[src/rtl/cpu_pkg.sv]
// Shared control-path definitions: stack sizing defaults and CALL/RET op decode.
package cpu_pkg;

  localparam int unsigned STACK_WIDTH = 8;
  localparam int unsigned STACK_DEPTH = 16;

  typedef enum logic [1:0] {
    OP_NOP,
    OP_PUSH,
    OP_POP,
    OP_REPLACE
  } stack_op_e;

  function automatic stack_op_e decode_op(input logic push, input logic pop);
    case ({push, pop})
      2'b10:   return OP_PUSH;
      2'b01:   return OP_POP;
      2'b11:   return OP_REPLACE;
      default: return OP_NOP;
    endcase
  endfunction

endpackage

[src/rtl/stack_mem.sv]
// DEPTH x WIDTH register array: falling-edge synchronous write, asynchronous read.
module stack_mem #(
  parameter int unsigned WIDTH = 8,
  parameter int unsigned DEPTH = 16,
  localparam int unsigned AW   = $clog2(DEPTH)
) (
  input  logic             i_nclk,
  input  logic             i_we,
  input  logic [AW-1:0]    i_waddr,
  input  logic [WIDTH-1:0] i_wdata,
  input  logic [AW-1:0]    i_raddr,
  output logic [WIDTH-1:0] o_rdata
);

  logic [WIDTH-1:0] r_mem [DEPTH];

  always_ff @(negedge i_nclk) begin
    if (i_we) begin
      r_mem[i_waddr] <= i_wdata;
    end
  end

  assign o_rdata = r_mem[i_raddr];

endmodule

[src/rtl/call_stack.sv]
// Parametrised LIFO return-address stack with status, sticky error flags,
// replace-top for tail calls and optional circular overwrite on overflow.
module call_stack
  import cpu_pkg::*;
#(
  parameter int unsigned WIDTH         = STACK_WIDTH,
  parameter int unsigned DEPTH         = STACK_DEPTH,
  parameter int unsigned OVERFLOW_WRAP = 0,
  localparam int unsigned CNT_W        = $clog2(DEPTH + 1)
) (
  input  logic             nclk,
  input  logic             reset,
  input  logic             push,
  input  logic             pop,
  input  logic             clr_err,
  input  logic [WIDTH-1:0] data_in,
  output logic [WIDTH-1:0] data_out,
  output logic             empty,
  output logic             full,
  output logic [CNT_W-1:0] count,
  output logic             overflow,
  output logic             underflow
);

  localparam int unsigned PTR_W = $clog2(DEPTH);

  logic [PTR_W-1:0] r_ptr, w_ptr_d, w_top, w_waddr;
  logic [CNT_W-1:0] r_count, w_count_d;
  logic             r_overflow, r_underflow;
  logic             w_ov_set, w_un_set, w_we, w_mem_we;
  logic [WIDTH-1:0] w_rdata;
  stack_op_e        w_op;

  assign w_op  = decode_op(push, pop);
  assign w_top = r_ptr - PTR_W'(1);
  assign empty = (r_count == '0);
  assign full  = (r_count == CNT_W'(DEPTH));

  always_comb begin
    w_ptr_d   = r_ptr;
    w_count_d = r_count;
    w_ov_set  = 1'b0;
    w_un_set  = 1'b0;
    w_we      = 1'b0;
    w_waddr   = r_ptr;
    unique case (w_op)
      OP_NOP: ;
      OP_PUSH: begin
        if (!full) begin
          w_we      = 1'b1;
          w_ptr_d   = r_ptr + PTR_W'(1);
          w_count_d = r_count + CNT_W'(1);
        end else begin
          w_ov_set = 1'b1;
          // Circular mode: overwrite the oldest slot, which is exactly where ptr points
          if (OVERFLOW_WRAP != 0) begin
            w_we    = 1'b1;
            w_ptr_d = r_ptr + PTR_W'(1);
          end
        end
      end
      OP_POP: begin
        if (!empty) begin
          w_ptr_d   = r_ptr - PTR_W'(1);
          w_count_d = r_count - CNT_W'(1);
        end else begin
          w_un_set = 1'b1;
        end
      end
      OP_REPLACE: begin
        if (!empty) begin
          w_we    = 1'b1;
          w_waddr = w_top;
        end else begin
          w_un_set = 1'b1;
        end
      end
    endcase
  end

  always_ff @(negedge nclk) begin
    if (reset) begin
      r_ptr       <= '0;
      r_count     <= '0;
      r_overflow  <= 1'b0;
      r_underflow <= 1'b0;
    end else begin
      r_ptr       <= w_ptr_d;
      r_count     <= w_count_d;
      r_overflow  <= (r_overflow & ~clr_err) | w_ov_set;
      r_underflow <= (r_underflow & ~clr_err) | w_un_set;
    end
  end

  // Reset also blocks the array write; the array itself is never cleared
  assign w_mem_we = w_we & ~reset;

  stack_mem #(
    .WIDTH(WIDTH),
    .DEPTH(DEPTH)
  ) u_mem (
    .i_nclk (nclk),
    .i_we   (w_mem_we),
    .i_waddr(w_waddr),
    .i_wdata(data_in),
    .i_raddr(w_top),
    .o_rdata(w_rdata)
  );

  assign data_out  = empty ? '0 : w_rdata;
  assign count     = r_count;
  assign overflow  = r_overflow;
  assign underflow = r_underflow;

`ifndef SYNTHESIS
  always @(negedge nclk) begin
    if (w_mem_we && w_op == OP_PUSH) begin
      $display("call_stack: push idx=%0d data=0x%h", w_waddr, data_in);
    end
  end
`endif

endmodule
[config.mk]
export PLATFORM = sky130hd
export DESIGN_NAME = call_stack
export DESIGN_NICKNAME = d
export VERILOG_FILES = /design/src/rtl/cpu_pkg.sv /design/src/rtl/stack_mem.sv /design/src/rtl/call_stack.sv
export SDC_FILE = /design/constraint.sdc
export NUM_CORES = 1
export LEC_CHECK = 0
export ABC_CLOCK_PERIOD_IN_PS = 4200
export BUFFER_PORTS_ARGS = -buffer_cell sky130_fd_sc_hd__buf_2
export CORE_UTILIZATION = 55
export DETAILED_ROUTE_END_ITERATION = 8
export GPL_TIMING_DRIVEN = 0
export PLACE_DENSITY = 0.73
export SYNTH_ARGS = -nofsm -noshare
export SYNTH_HDL_FRONTEND = slang
export SYNTH_SLANG_ARGS = --single-unit
[constraint.sdc]
create_clock -name nclk -period 4.2 [get_ports nclk]
set_clock_uncertainty 0.15 [all_clocks]
set_input_delay 0.42 -clock nclk [delete_from_list [all_inputs] [get_ports nclk]]
set_output_delay 0.42 -clock nclk [all_outputs]
set_load 0.03 [all_outputs]
-- Yosys cells after proc, flatten, opt, wreduce, memory -nomap -nowiden
Memory sizes are Yosys's and may differ from the RTL's.
Cells that the tools add are included.
- register bits: 11
- RAM bits: 128
- input bits: 13
- output and inout bits: 17
- memories kept: 1
- add/subtract/negate cells: 4
- eq/ne operators: 9
- multiplexer cells: 18
- bitwise logic cells: 7
- reductions and logical operators: 5
- memories (memory ; depth ; width ; rd ports ; clocked after Yosys merged registers in ; wr ports ; line ; RTL):
    u_mem.r_mem ; 16 ; 8 ; 1 ; 0 ; 1 ; stack_mem.sv:15 ; logic [WIDTH-1:0] r_mem [DEPTH];
- operator list (cell ; number):
    4-bit two-way mux ; 3
    5-bit two-way mux ; 2
    5-bit case mux with 2 select lines ; 1
    2-bit == test (second input constant) ; 4
    1-bit two-way mux ; 8
    8-bit two-way mux ; 1
    4-bit case mux with 2 select lines ; 1
    2-bit case mux with 3 select lines ; 1
    5-bit by 1-bit adder with 5-bit output (second input constant) ; 1
    5-bit == test (second input constant) ; 1
    5-bit zero test ; 1
    5-bit by 1-bit subtractor with 5-bit output (second input constant) ; 1
    4-bit by 1-bit adder with 4-bit output (second input constant) ; 1
    2-bit by 1-bit == test with 1-bit output (second input constant) ; 2
    2-bit inequality test (second input constant) ; 2
    4-bit by 1-bit subtractor with 4-bit output (second input constant) ; 1
    1-bit bitwise AND ; 3
    3-bit AND reduction ; 1
    1-bit NOT ; 2
    1-bit bitwise OR ; 2
    1-bit case mux with 2 select lines ; 1
    2-bit AND reduction ; 1
    2-bit nonzero test ; 1
    2-bit OR reduction ; 1

-- Logic depth before layout (Yosys ltp)
- depth after elaboration: 7
- gate-level depth with buffers: 10
- mapped depth without buffers: 8

-- Modules after synthesis
From an unflattened synthesis, not the netlist that was laid out.
- cells, all modules: 327
- area total of the unflattened synthesis: 5840.6 sq um
- modules (own cells, without submodules) (module ; times used ; cells an instance ; area each (sq um) ; sequential area each (sq um)):
    stack_mem ; 1 ; 222 ; 4991.0 ; 3843.7
    call_stack ; 1 ; 105 ; 849.6 ; 220.2

==> results.tsv <==
metric	value	unit
status	finished with violations	
failing checks	setup timing	
metal2 WL	7380	um
Critical Path, Cell by Cell	buf_12 > buf_12 > inv_8 > ha_4 > clkbuf_8 > mux4_2 > mux2i_4 > o22ai_4 > buf_6	
sequential area share after synthesis	69.4	%
Slew HR	51.5	%
Area Growth Syn to Fin	35.4	%
P per Cell Area	666	mW/mm^2
most numerous cell in the Yosys netlist	edfxtp_1	
Syn Inst Count	322	
asr flop ratio synth	0	%
drt pass-1 iters	6	
CP max FO	8	
Horiz. Die Dim	105	um
post-layout util	76.8	%
leading area contributor after synthesis	edfxtp_1	
Post-CTS Hold Fix Bufs	0	
clock sinks	139	
Avg Synthesized Cell Area	18.2	sq um
worst vdd ir	366	uV
Synth top area share	65.6	%
CTS Buffer Depth	2	
largest net degree at the start of global routing	17	
MaxCap Viol Count	0	
Distinct cells, synth	48	
crit path launch type	register	
pre-CTS setup slack	-801	ps
WL met3	1270	um
Worst Path Arrival	4710	ps
CP Capture Type	primary output	
CP max stage delay	380	ps
placed cell count	487	
HP Class	register to register	
gr ovfl total	0	
Nets	535	
Setup CP Type	register to primary output	
CP required	3630	ps
PnR worst setup slack	-1080	ps
TritonCTS clock tree	built	
Total GRT Usage	27.8	%
Post-Syn Nets	341	
row count	37	
routability cong.	0.798	
Tightest Pin Transition	725	ps
synth warn	0	
Top-Level Pins	30	
DPL Wire Length	7580	um
Post-Syn Area	0.00586	sq mm
Placed Area	0.00645	sq mm
RSZ-0062 raised after global routing	yes	
Port-buffer cells	29	
Clk Latency, worst-skew pair	510	ps
H-tree levels	4	
final setup vio count	10	
#FFs+latches synth	139	
max-slew violations	0	
DRC viols	0	
Clk pin slew, worst setup/hold paths	40	ps
Worst path most repeated cell	buf_12	
DRT iter0 DRCs	417	
uppermost layer routed	met4	
top cells by area, synth	edfxtp_1 66%, mux4_2 12%, dfxtp_1 3.8%	
Post-synth EDFFs	128	
Leakage	0.00319	uW
main flop type after synthesis	edfxtp_1	
via/cell ratio	5.70	
final instance area	0.00793	sq mm
worst reg2reg setup slack	1240	ps
TritonCTS Buffers	17	
first-pass GRT wire length	21600	um
CP max-delay cell	ha_4	
Post-DRT Antenna Nets	0	
root buf cell	clkbuf_8	
Synth top cells by count	128 x edfxtp_1, 32 x mux4_2, 29 x nor2_1	
core footprint	0.0103	sq mm
Final Instance Count excl. Fillers	665	
wire length per cell	21.7	um
Die Y	105	um
share of cells above drive strength 1	33.8	%
final wirelength	14400	um
via count	3790	
antenna cell count	0	
vias in the first global route	4060	
initial antenna violation count	0	
DIE AREA	0.0111	sq mm
wl on met1	5350	um
final hold vios	0	
initial core utilization	56.7	%
[where the power goes]
| part | internal [uW] | switching [uW] | leakage (uW) |
|---|---|---|---|
| clock network | 1080 | 955 | 0.00102 |
| registers | 1560 | 29.5 | 0.00124 |
| logic | 780 | 871 | 0.000923 |
| total | 3420 | 1860 | 0.00319 |
[critical path, delay by kind of cell, from the launching register on]
kind | cells | cell delay [ps]
adder cells (fa/ha/maj) | 1 | 380
buffers and inverters | 5 | 630
flip-flops | 1 | 350
multiplexers | 2 | 620
AO/OA/AOI/OAI | 1 | 110
[registers in the layout, indices dropped and copies added, names as in the netlist]
name         cells
r_ptr            4
u_mem.r_mem    128
underflow        1
overflow         1
count            5
[metal layers]
metal	up-vias	track usage, %
met2	204	42.9
met4	0	16.5
met1	1849	34.0
met5	-	0
met3	50	9.73
li1	1687	-
[cell families (layout without fill, tap and decap cells)]
kind of cell	after synthesis	in the layout	share of synthesized area [%]
flops	139	139	69.4
simple gates	59	59	5.49
mux	53	53	15.9
compound gates	33	33	4.66
buf+inv	24	231	1.92
xor+xnor	8	8	1.20
fa+ha+maj	6	6	1.41
[worst paths after layout]
path                 start                end  depth (start not counted)
setup / recovery  r_ptr[0]        data_out[4]                          9
hold / removal    overflow           overflow                          3
setup reg to reg  count[0]  u_mem.r_mem[0][6]                          6
hold reg to reg   overflow           overflow                          3
[repair_timing]
action | 4_1_cts | 5_1_grt
gates resized for setup | 53 | 11
pin swaps | 3 | 1
endpoints found under the hold margin | 0 | 0
setup endpoints to repair | 66 | 82
setup buffers | 6 | 0
cloned | 3 | 0
[final cells by class]
cell class / count / area [sq um]
inverters: 8 / 37.5
repair buffers: 38 / 300
flip-flops and latches: 139 / 4070
plain buffers: 14 / 190
fillers: 612 / 2400
clock buffers: 17 / 414
clock inverters: 154 / 693
well taps: 136 / 170
multi-input cells: 159 / 2050
[through the flow]
stage / hold WS, ps / total power (uW) / setup TNS [ps]
2_1_floorplan: 403 / 2810 / -2460
4_1_cts: 443 / 5260 / -8520
6_report: 439 / 5280 / -8470
3_3_place_gp: 413 / 3070 / -62720
5_1_grt: 476 / 5520 / -8940
3_5_place_dp: 424 / 3090 / -66740
[cell usage in the layout, fill, tap and decap left out, types with 5 or more instances in the layout]
cell	Yosys	final
mux4_2	32	32
buf_4	2	5
clkbuf_16	0	19
o22ai_4	0	8
edfxtp_1	128	128
buf_6	1	11
inv_1	9	145
nor2_1	29	12
a21oi_1	7	7
clkinvlp_2	0	5
nand2_1	5	5
buf_2	5	24
clkbuf_8	0	5
mux2i_4	0	12
nor2_2	0	16
dfxtp_1	11	7
xnor2_1	6	6
(Power assumes the default switching activity.)
